<file path="config.mk">
export PLATFORM = sky130hd
export DESIGN_NAME = adder_pipe_sat
export DESIGN_NICKNAME = d
export VERILOG_FILES = /design/src/rtl/adder_pipe_sat_pkg.sv /design/src/rtl/adder_pipe_sat_seg.sv /design/src/rtl/adder_pipe_sat.sv
export SDC_FILE = /design/constraint.sdc
export NUM_CORES = 1
export LEC_CHECK = 0
export ABC_AREA = 1
export CORE_MARGIN = 3
export CORE_UTILIZATION = 32
export CTS_CLUSTER_SIZE = 10
export DETAILED_ROUTE_END_ITERATION = 7
export GPL_TIMING_DRIVEN = 0
export SYNTH_ARGS = -nofsm -noshare
export SYNTH_HDL_FRONTEND = slang
export SYNTH_HIERARCHICAL = 1
export SYNTH_SLANG_ARGS = --single-unit
</file>
<file path="constraint.sdc">
create_clock -name clk -period 2.35 [get_ports clk]
set_input_delay 0.235 -clock clk [delete_from_list [all_inputs] [get_ports clk]]
set_output_delay 0.235 -clock clk [all_outputs]
set_load 0.05 [all_outputs]
</file>
<file path="src/rtl/adder_pipe_sat_pkg.sv">
// Shared definitions for the pipelined saturating add/subtract unit.
// Holds the default operand width, the saturation limits and the helpers
// that carve the carry chain into per-stage segments.
package adder_pkg;

  localparam int DEF_WIDTH = 23;

  // Nominal segment width: ceil(w / n).
  function automatic int seg_size(input int w, input int n);
    return (w + n - 1) / n;
  endfunction

  // Lowest bit position covered by segment k.
  function automatic int seg_lo(input int k, input int seg);
    return k * seg;
  endfunction

  // Width of segment k; the top segment may be narrower, and segments that
  // start beyond the operand width are empty (they only forward the carry).
  function automatic int seg_w(input int k, input int seg, input int w);
    int lo;
    lo = k * seg;
    if (lo >= w) return 0;
    else if (w - lo < seg) return w - lo;
    else return seg;
  endfunction

  // Largest positive two's-complement value of width w (w <= 64).
  function automatic logic [63:0] sat_max(input int w);
    return (64'd1 << (w - 1)) - 64'd1;
  endfunction

  // Most negative two's-complement value of width w, as a raw bit pattern.
  function automatic logic [63:0] sat_min(input int w);
    return 64'd1 << (w - 1);
  endfunction

endpackage

</file>
<file path="src/rtl/adder_pipe_sat_seg.sv">
// One carry-chain segment of the skewed adder pipeline.
// Adds the SW-bit operand slice plus carry-in combinationally and owns the
// stage valid flag together with its advance/ready handshake.
// Ports:
//   clk, rst_n      clock, asynchronous active-low reset
//   valid_i         upstream stage (or source) holds an operation
//   down_ready_i    downstream stage can take this stage's contents
//   valid_o         this stage holds an operation
//   ready_o         this stage can take a new operation this cycle
//   load_o          data registers of this stage must capture this cycle
//   a_i, b_i, c_i   operand slices and carry-in for this segment
//   s_o, c_o        segment sum and carry-out
module adder_seg #(
  parameter int SW  = 1,
  parameter int SWP = (SW > 0) ? SW : 1
) (
  input  logic           clk,
  input  logic           rst_n,
  input  logic           valid_i,
  input  logic           down_ready_i,
  output logic           valid_o,
  output logic           ready_o,
  output logic           load_o,
  input  logic [SWP-1:0] a_i,
  input  logic [SWP-1:0] b_i,
  input  logic           c_i,
  output logic [SWP-1:0] s_o,
  output logic           c_o
);

  logic vld_q;
  logic adv;

  assign adv     = vld_q & down_ready_i;
  // A stage that empties this cycle can refill in the same cycle.
  assign ready_o = !vld_q | adv;
  assign load_o  = ready_o & valid_i;
  assign valid_o = vld_q;

  always_ff @(posedge clk or negedge rst_n) begin
    if (!rst_n) begin
      vld_q <= 1'b0;
    end else if (ready_o) begin
      vld_q <= valid_i;
    end
  end

  if (SW > 0) begin : g_add
    logic [SW:0] t;
    assign t   = {1'b0, a_i} + {1'b0, b_i} + {{SW{1'b0}}, c_i};
    assign s_o = t[SW-1:0];
    assign c_o = t[SW];
  end else begin : g_pass
    // Empty segment: nothing to add, the carry just rides along.
    assign s_o = '0;
    assign c_o = c_i;
  end

endmodule

</file>
<file path="src/rtl/adder_pipe_sat.sv">
// Pipelined two's-complement add/subtract unit with optional saturation.
// The carry chain is split into NSEG registered segments (skewed pipeline):
// each stage forwards the untouched operands and the sum bits finished so
// far, and adds its own slice using the carry registered by the stage before.
// Ports:
//   clk, rst_n            clock, asynchronous active-low reset
//   in_valid / in_ready   operand handshake (a, b, sub)
//   out_valid / out_ready result handshake (sum, carry_out, overflow)
//   sum                   wrapped or saturated result
//   carry_out             raw unsigned carry from the MSB (sub: 1 = no borrow)
//   overflow              signed overflow of the unsaturated result
module adder_pipe_sat
  import adder_pkg::*;
#(
  parameter int WIDTH    = DEF_WIDTH,
  parameter int NSEG     = 4,
  parameter int SATURATE = 1
) (
  input  logic             clk,
  input  logic             rst_n,
  input  logic             in_valid,
  output logic             in_ready,
  input  logic [WIDTH-1:0] a,
  input  logic [WIDTH-1:0] b,
  input  logic             sub,
  output logic             out_valid,
  input  logic             out_ready,
  output logic [WIDTH-1:0] sum,
  output logic             carry_out,
  output logic             overflow
);

  localparam int          SEG    = seg_size(WIDTH, NSEG);
  localparam int          L      = NSEG - 1;
  localparam logic [63:0] SMAX64 = sat_max(WIDTH);
  localparam logic [63:0] SMIN64 = sat_min(WIDTH);
  localparam logic [WIDTH-1:0] SMAX = SMAX64[WIDTH-1:0];
  localparam logic [WIDTH-1:0] SMIN = SMIN64[WIDTH-1:0];

  // Per-stage inputs (from the previous stage or the ports) and registers.
  logic [WIDTH-1:0] a_in  [NSEG];
  logic [WIDTH-1:0] bp_in [NSEG];
  logic [WIDTH-1:0] s_in  [NSEG];
  logic             c_in  [NSEG];
  logic             v_in  [NSEG];
  logic [WIDTH-1:0] s_nx  [NSEG];
  logic             c_nx  [NSEG];
  logic [WIDTH-1:0] s_d   [NSEG];
  logic             vld   [NSEG];
  logic             rdy   [NSEG];
  logic             load  [NSEG];

  logic [WIDTH-1:0] a_q   [NSEG];
  logic [WIDTH-1:0] bp_q  [NSEG];
  logic [WIDTH-1:0] s_q   [NSEG];
  logic             c_q   [NSEG];
  logic             ov_q;
  logic             ov_d;

  // Subtraction is a + ~b + 1: invert b here, the +1 enters as carry-in.
  logic [WIDTH-1:0] b_cond;
  assign b_cond = sub ? ~b : b;

  for (genvar k = 0; k < NSEG; k++) begin : g_stage
    localparam int LO  = seg_lo(k, SEG);
    localparam int SW  = seg_w(k, SEG, WIDTH);
    localparam int SWP = (SW > 0) ? SW : 1;
    localparam int LOS = (SW > 0) ? LO : 0;

    logic           dn_rdy;
    logic [SWP-1:0] seg_s;

    if (k == 0) begin : g_first
      assign a_in[k]  = a;
      assign bp_in[k] = b_cond;
      assign s_in[k]  = '0;
      assign c_in[k]  = sub;
      assign v_in[k]  = in_valid;
    end else begin : g_next
      assign a_in[k]  = a_q[k-1];
      assign bp_in[k] = bp_q[k-1];
      assign s_in[k]  = s_q[k-1];
      assign c_in[k]  = c_q[k-1];
      assign v_in[k]  = vld[k-1];
    end

    if (k == L) begin : g_dn_out
      assign dn_rdy = out_ready;
    end else begin : g_dn_stage
      assign dn_rdy = rdy[k+1];
    end

    adder_seg #(.SW(SW)) u_seg (
      .clk          (clk),
      .rst_n        (rst_n),
      .valid_i      (v_in[k]),
      .down_ready_i (dn_rdy),
      .valid_o      (vld[k]),
      .ready_o      (rdy[k]),
      .load_o       (load[k]),
      .a_i          (a_in[k][LOS +: SWP]),
      .b_i          (bp_in[k][LOS +: SWP]),
      .c_i          (c_in[k]),
      .s_o          (seg_s),
      .c_o          (c_nx[k])
    );

    if (SW > 0) begin : g_merge
      logic [WIDTH-1:0] s_loc;
      always_comb begin
        s_loc           = s_in[k];
        s_loc[LO +: SW] = seg_s;
      end
      assign s_nx[k] = s_loc;
    end else begin : g_keep
      assign s_nx[k] = s_in[k];
    end
  end

  // Final stage: signed overflow of the raw sum, then optional clamp.
  assign ov_d = (a_in[L][WIDTH-1] == bp_in[L][WIDTH-1]) &
                (s_nx[L][WIDTH-1] != a_in[L][WIDTH-1]);

  always_comb begin
    for (int k = 0; k < NSEG; k++) s_d[k] = s_nx[k];
    if ((SATURATE != 0) && ov_d) s_d[L] = a_in[L][WIDTH-1] ? SMIN : SMAX;
  end

  // Stage registers; data only moves on load so stalled stages hold.
  always_ff @(posedge clk or negedge rst_n) begin
    if (!rst_n) begin
      for (int k = 0; k < NSEG; k++) begin
        a_q[k]  <= '0;
        bp_q[k] <= '0;
        s_q[k]  <= '0;
        c_q[k]  <= 1'b0;
      end
      ov_q <= 1'b0;
    end else begin
      for (int k = 0; k < NSEG; k++) begin
        if (load[k]) begin
          // The last stage has no successor that needs the operands.
          if (k < L) begin
            a_q[k]  <= a_in[k];
            bp_q[k] <= bp_in[k];
          end
          s_q[k] <= s_d[k];
          c_q[k] <= c_nx[k];
        end
      end
      if (load[L]) ov_q <= ov_d;
    end
  end

  assign in_ready  = rdy[0];
  assign out_valid = vld[L];
  assign sum       = s_q[L];
  assign carry_out = c_q[L];
  assign overflow  = ov_q;

endmodule

</file>
======== Word-level counts from Yosys, hierarchy flattened ========
Index checks and enable logic that the tools add are counted.
cells by class
  add/subtract/negate cells ............... 8
  equal/unequal tests ..................... 2
  reduce and logical (&&, ||, !) cells .... 4
  bitwise gates (word level) .............. 11
  multiplexer cells ....................... 3
operators by type and width
  kind                   count
  2-to-1 mux 23 bit      3
  NOT 23 bit             1
  adder 6 x 6 -> 7 bit   3
  adder 7 x 1 -> 7 bit   3
  adder 5 x 5 -> 6 bit   1
  adder 6 x 1 -> 6 bit   1
  bitwise AND 1 bit      6
  zero test 1 bit        4
  bitwise OR 1 bit       4
  == test 1 bit          1
  inequality test 1 bit  1
word-level totals
  input bits .............................. 51
  output and inout port bits .............. 27
  register bits ........................... 206
  word-level logic and storage cells ...... 47

======== Logic depth before layout (Yosys ltp) ========
  depth after elaboration ................. 9
  depth in mapped cells ................... 14
  depth with buffers taken out ............ 13

======== Cells and area by module ========
Netlist, hierarchy kept.
by module, submodules not included
  module                            area each (um2)  cells an instance  times used
  adder_pipe_sat                    5222.5           502                1
  adder_seg (g_stage[0].u_seg ...)  287.8            42                 3
  adder_seg (g_stage[3].u_seg)      280.3            46                 1

======== Worst setup path before layout ========
OpenSTA, ideal clock, no wires.
  path type ............................... input -> register
  from .................................... in sub
  to ...................................... reg s_q, in the netlist g_stage[1].g_merge.s_loc[4]
  library setup time ...................... 0.065 ns
  arrival time ............................ 1.844 ns
  required time ........................... 2.285 ns
  stages .................................. 11
  buffers on the path ..................... 2
  setup slack ............................. 0.441 ns
  cell sequence ........................... buf_4 buf_6 xor2_1 fa_1 inv_1 fa_1 nand3b_1 nand2_1 xor2_1 nand2_1 nand2_1
between the ends
  word-level cells in the longest chain between the ends .. 3
RTL lines
  what                            line                      RTL
  start: declaration              adder_pipe_sat.sv:25      input logic sub,
  2-to-1 mux 23 bit               adder_pipe_sat.sv:62      assign b_cond = sub ? ~b : b;
  named net b_cond[0]             adder_pipe_sat.sv:61      logic [WIDTH-1:0] b_cond;
  adder 6 x 6 -> 7 bit            adder_pipe_sat_seg.sv:50  assign t = {1'b0, a_i} + {1'b0, b_i} + {{SW{1'b0}}, c_i};
  adder 7 x 1 -> 7 bit            adder_pipe_sat_seg.sv:50
  named net g_stage[0].seg_s[4]   adder_pipe_sat.sv:71      logic [SWP-1:0] seg_s;
  end signal: indexed assignment  adder_pipe_sat.sv:147     s_q[k] <= s_d[k];
  end: declaration                adder_pipe_sat.sv:55      logic [WIDTH-1:0] s_q [NSEG];
The timed path passes the listed nets, and every way through them passes these cells.
A chain may end at the register's enable or synchronous reset.

======== Final worst setup path ========
Same ends and word-level chain as after synthesis.

==> flow_summary.json <==
{
  "status": "complete, no violations",
  "track_usage": 0.125,
  "path_clk_slew_ns": 0.06,
  "worst_pin_slew_ns": 0.541,
  "pwr-share-seq": 0.334,
  "switchingPower_w": 0.00388,
  "slew-limit-headroom": 0.638,
  "netlist_area_um2": 6370,
  "portBuffers": 77,
  "cts_tree": "built",
  "met1_usage": 0.170,
  "rows": 50,
  "cts_root_buffer": "clkbuf_16",
  "die-area_um2": 21600,
  "multiInputGateArea_um2": 2540,
  "syn-num-nets": 752,
  "via_count": 4460,
  "synth_warnings": 6,
  "busiest_layer": "met2",
  "area_growth_pct": 27.6,
  "overflow": 0,
  "drv_cap": 0,
  "grtUsageMet3": 0.0296,
  "io_pins": 78,
  "cts_buffer_depth": 2,
  "period_minus_slack_ns": 2.12,
  "finClkSkew_ns": 0.00747,
  "p_int_w": 0.00652,
  "syn-instance-count": 674,
  "vdd.ir_drop.worst_mv": 0.706,
  "post-route-period-util": 0.904,
  "grt_max_degree": 95,
  "ant_nets": 0,
  "max_freq_ghz": 0.471,
  "drtPass1Iterations": 5,
  "coreArea_um2": 19100,
  "synth_compound_area_frac": 0.0975,
  "nNetsFinal": 850,
  "clkLatencyLatePin_ns": 0.41,
  "crit_path_end_kind": "register",
  "clkSinkCount": 134,
  "start_kind": "primary input",
  "ys_ff_latch": 134,
  "p_leak_nw": 3.84,
  "numCtsBuffers": 17,
  "route.detailed.drc": 0,
  "pwr-share-clk": 0.264,
  "wl_um": 12800,
  "grt_pass1_vias": 4523,
  "start_util": 0.333,
  "antenna_found_initial": 0,
  "dieWidth_um": 147,
  "critPathKind": "in -> reg",
  "fillers": 1932,
  "htreeDepth": 4,
  "drv_slew": 0,
  "required_ns": 2.70,
  "synth-xor-area-share": 0.0454,
  "grt_pass1_wl_um": 22100,
  "rsz0062_at_grt": "false",
  "hold_viol": 0,
  "dp_hpwl_um": 9810,
  "crit_fanout": 10,
  "power_density_nw_per_um2": 1280,
  "avgSynthCellArea_um2": 9.45,
  "switching_share": 0.373,
  "synth_top_family_by_area": "simple AND/OR/NAND/NOR gates",
  "synth_cell_types": 26,
  "drtIter0Drc": 212,
  "yosys.area_share.simple": 0.158,
  "layout.cells.non_filler": 1043,
  "die_h_um": 147,
  "vias_per_cell": 4.28,
  "synth_fa_ha_area_frac": 0.0625,
  "yosys-mux-area-fraction": 0.0348,
  "wl_per_cell_um": 12.3,
  "critPathArrivalTime_ns": 2.47,
  "power.total_w": 0.0104,
  "grt_util_met2": 0.200,
  "gp_congestion": 0.754,
  "regArea_um2": 3350,
  "setup_violations": 0,
  "drive_gt1_frac": 0.139,
  "hp-class": "in -> async",
  "power_frac_comb": 0.402,
  "dp.cells": 1012,
  "synth.yosys.seq_area_share": 0.527,
  "antenna_cells": 0
}
==> layer usage <==
layer | up-vias | part of all wire | routed length [um]
met2 | 90 | 0.46 | 5900
met3 | 8 | 0.030 | 378
met4 | 0 | 0.012 | 151
met1 | 2047 | 0.50 | 6360
met5 | - | 0 | 0
li1 | 2315 | - | -
==> what timing repair did <==
action,4_1_cts,5_1_grt
endpoints found under the hold margin,40,0
buffers inserted,0,0
setup endpoints to repair,0,2
resized for setup,0,2
hold buffers,1,0
==> synth_stat cells <==
cell type  number  area, um2
a21oi_2        20        175
nand3_2         3       30.0
mux2_2         17        191
dfrtp_1       134       3350
buf_4           3       22.5
buf_2          16       80.1
xor2_1         10       87.6
inv_1          67        251
nand2_2         3       18.8
nor2_4          2       22.5
nand2_1       172        646
a21oi_1        43        215
nand3b_1        3       22.5
clkbuf_1        2       7.51
buf_6           8       90.1
o21ai_1        18       90.1
fa_1            8        160
xnor2_1        23        201
clkinv_1        3       11.3
clkbuf_2        1       5.00
nor2_1         52        195
nand3_1        14       70.1
ha_1           19        238
mux2_4          2       30.0
inv_2           3       11.3
o21ai_0        28        140
==> cell usage in the layout (no fill, tap or decap), types with 8 or more instances in the layout <==
cell,instances
nand2_1,172
dfrtp_1,134
clkdlybuf4s50_1,75
inv_1,67
nor2_1,52
a21oi_1,43
o21ai_0,28
xnor2_1,23
a21oi_2,20
ha_1,19
o21ai_1,18
mux2_2,17
clkbuf_16,17
buf_2,16
nand3_1,14
buf_6,9
xor2_1,9
fa_1,8
==> path summary, 6_finish.rpt <==
kind                                      start                                       to  slack [ns]  cells past startpoint
max                                         sub  g_stage[1].g_merge.s_loc[4]$_DFFE_PN0P_        0.23                     12
min                                       rst_n                      sum[18]$_DFFE_PN0P_        0.30                      2
max reg2reg                a_in[18]$_DFFE_PN0P_                       sum[4]$_DFFE_PN0P_        0.24                     13
min reg2reg                a_in[65]$_DFFE_PN0P_                     a_in[65]$_DFFE_PN0P_        0.47                      2
max in group asynchronous                 rst_n  g_stage[2].g_merge.s_loc[6]$_DFFE_PN0P_        1.26                      3
min in group clk                           a[8]                     a_in[54]$_DFFE_PN0P_        0.37                      3
==> area by class of cell <==
cell class / count / share of cell area
plain buffers: 30 / 0.0253
flip-flops and latches: 134 / 0.413
repair buffers: 79 / 0.100
inverters: 73 / 0.0337
well taps: 260 / 0.0400
clock buffers: 21 / 0.0567
clock inverters: 9 / 0.0186
multi-input cells: 437 / 0.313
==> worst max-delay path: stages <==
cell             delay, ns
clkdlybuf4s50_1       0.49
buf_4                 0.16
buf_6                 0.18
xor2_2                0.17
fa_1                  0.22
inv_1                 0.06
fa_1                  0.39
nand3b_1              0.17
nand2_1               0.10
xor2_1                0.16
nand2_1               0.07
nand2_1               0.07
==> flip-flops by register name, summed over array words and instances, names as in the netlist <==
signal,flops
g_stage.g_merge.s_loc,36
a_in,33
bp_in,33
sum,23
g_stage.u_seg/valid_o,4
c_in,3
carry_out,1
overflow,1
==> power groups by stage <==
stage / sequential, W / combinational [W] / clock, W
4_1_cts: 0.00349 / 0.00425 / 0.00279
5_1_grt: 0.00358 / 0.00467 / 0.00290
6_report: 0.00347 / 0.00419 / 0.00275
3_5_place_dp: 0.00352 / 0.00423 / 0
2_1_floorplan: 0.00415 / 0.00238 / 0
3_3_place_gp: 0.00350 / 0.00416 / 0
==> per-stage QoR <==
stage          hold slack (ns)  utilization  TNS, ns  instance area (um2)  setup slack [ns]
5_1_grt                  0.340        0.424        0                 8120            0.0440
6_report                 0.297        0.424        0                 8120             0.226
3_5_place_dp             0.173        0.391   -0.476                 7490            -0.258
3_3_place_gp             0.454        0.390  -583.55                 7460             -4.36
4_1_cts                  0.305        0.424        0                 8110            0.0334
2_1_floorplan          -0.0606            -        0                 6370             0.441
==> cells by family (layout without fill, tap and decap cells) <==
logic type	count (synthesis)	after routing
flops	134	134
buf+inv	103	212
compound gates	109	109
xor+xnor	33	33
mux	19	19
fa+ha+maj	27	27
simple gates	249	249
No activity file was read; power rests on OpenSTA's default activity.
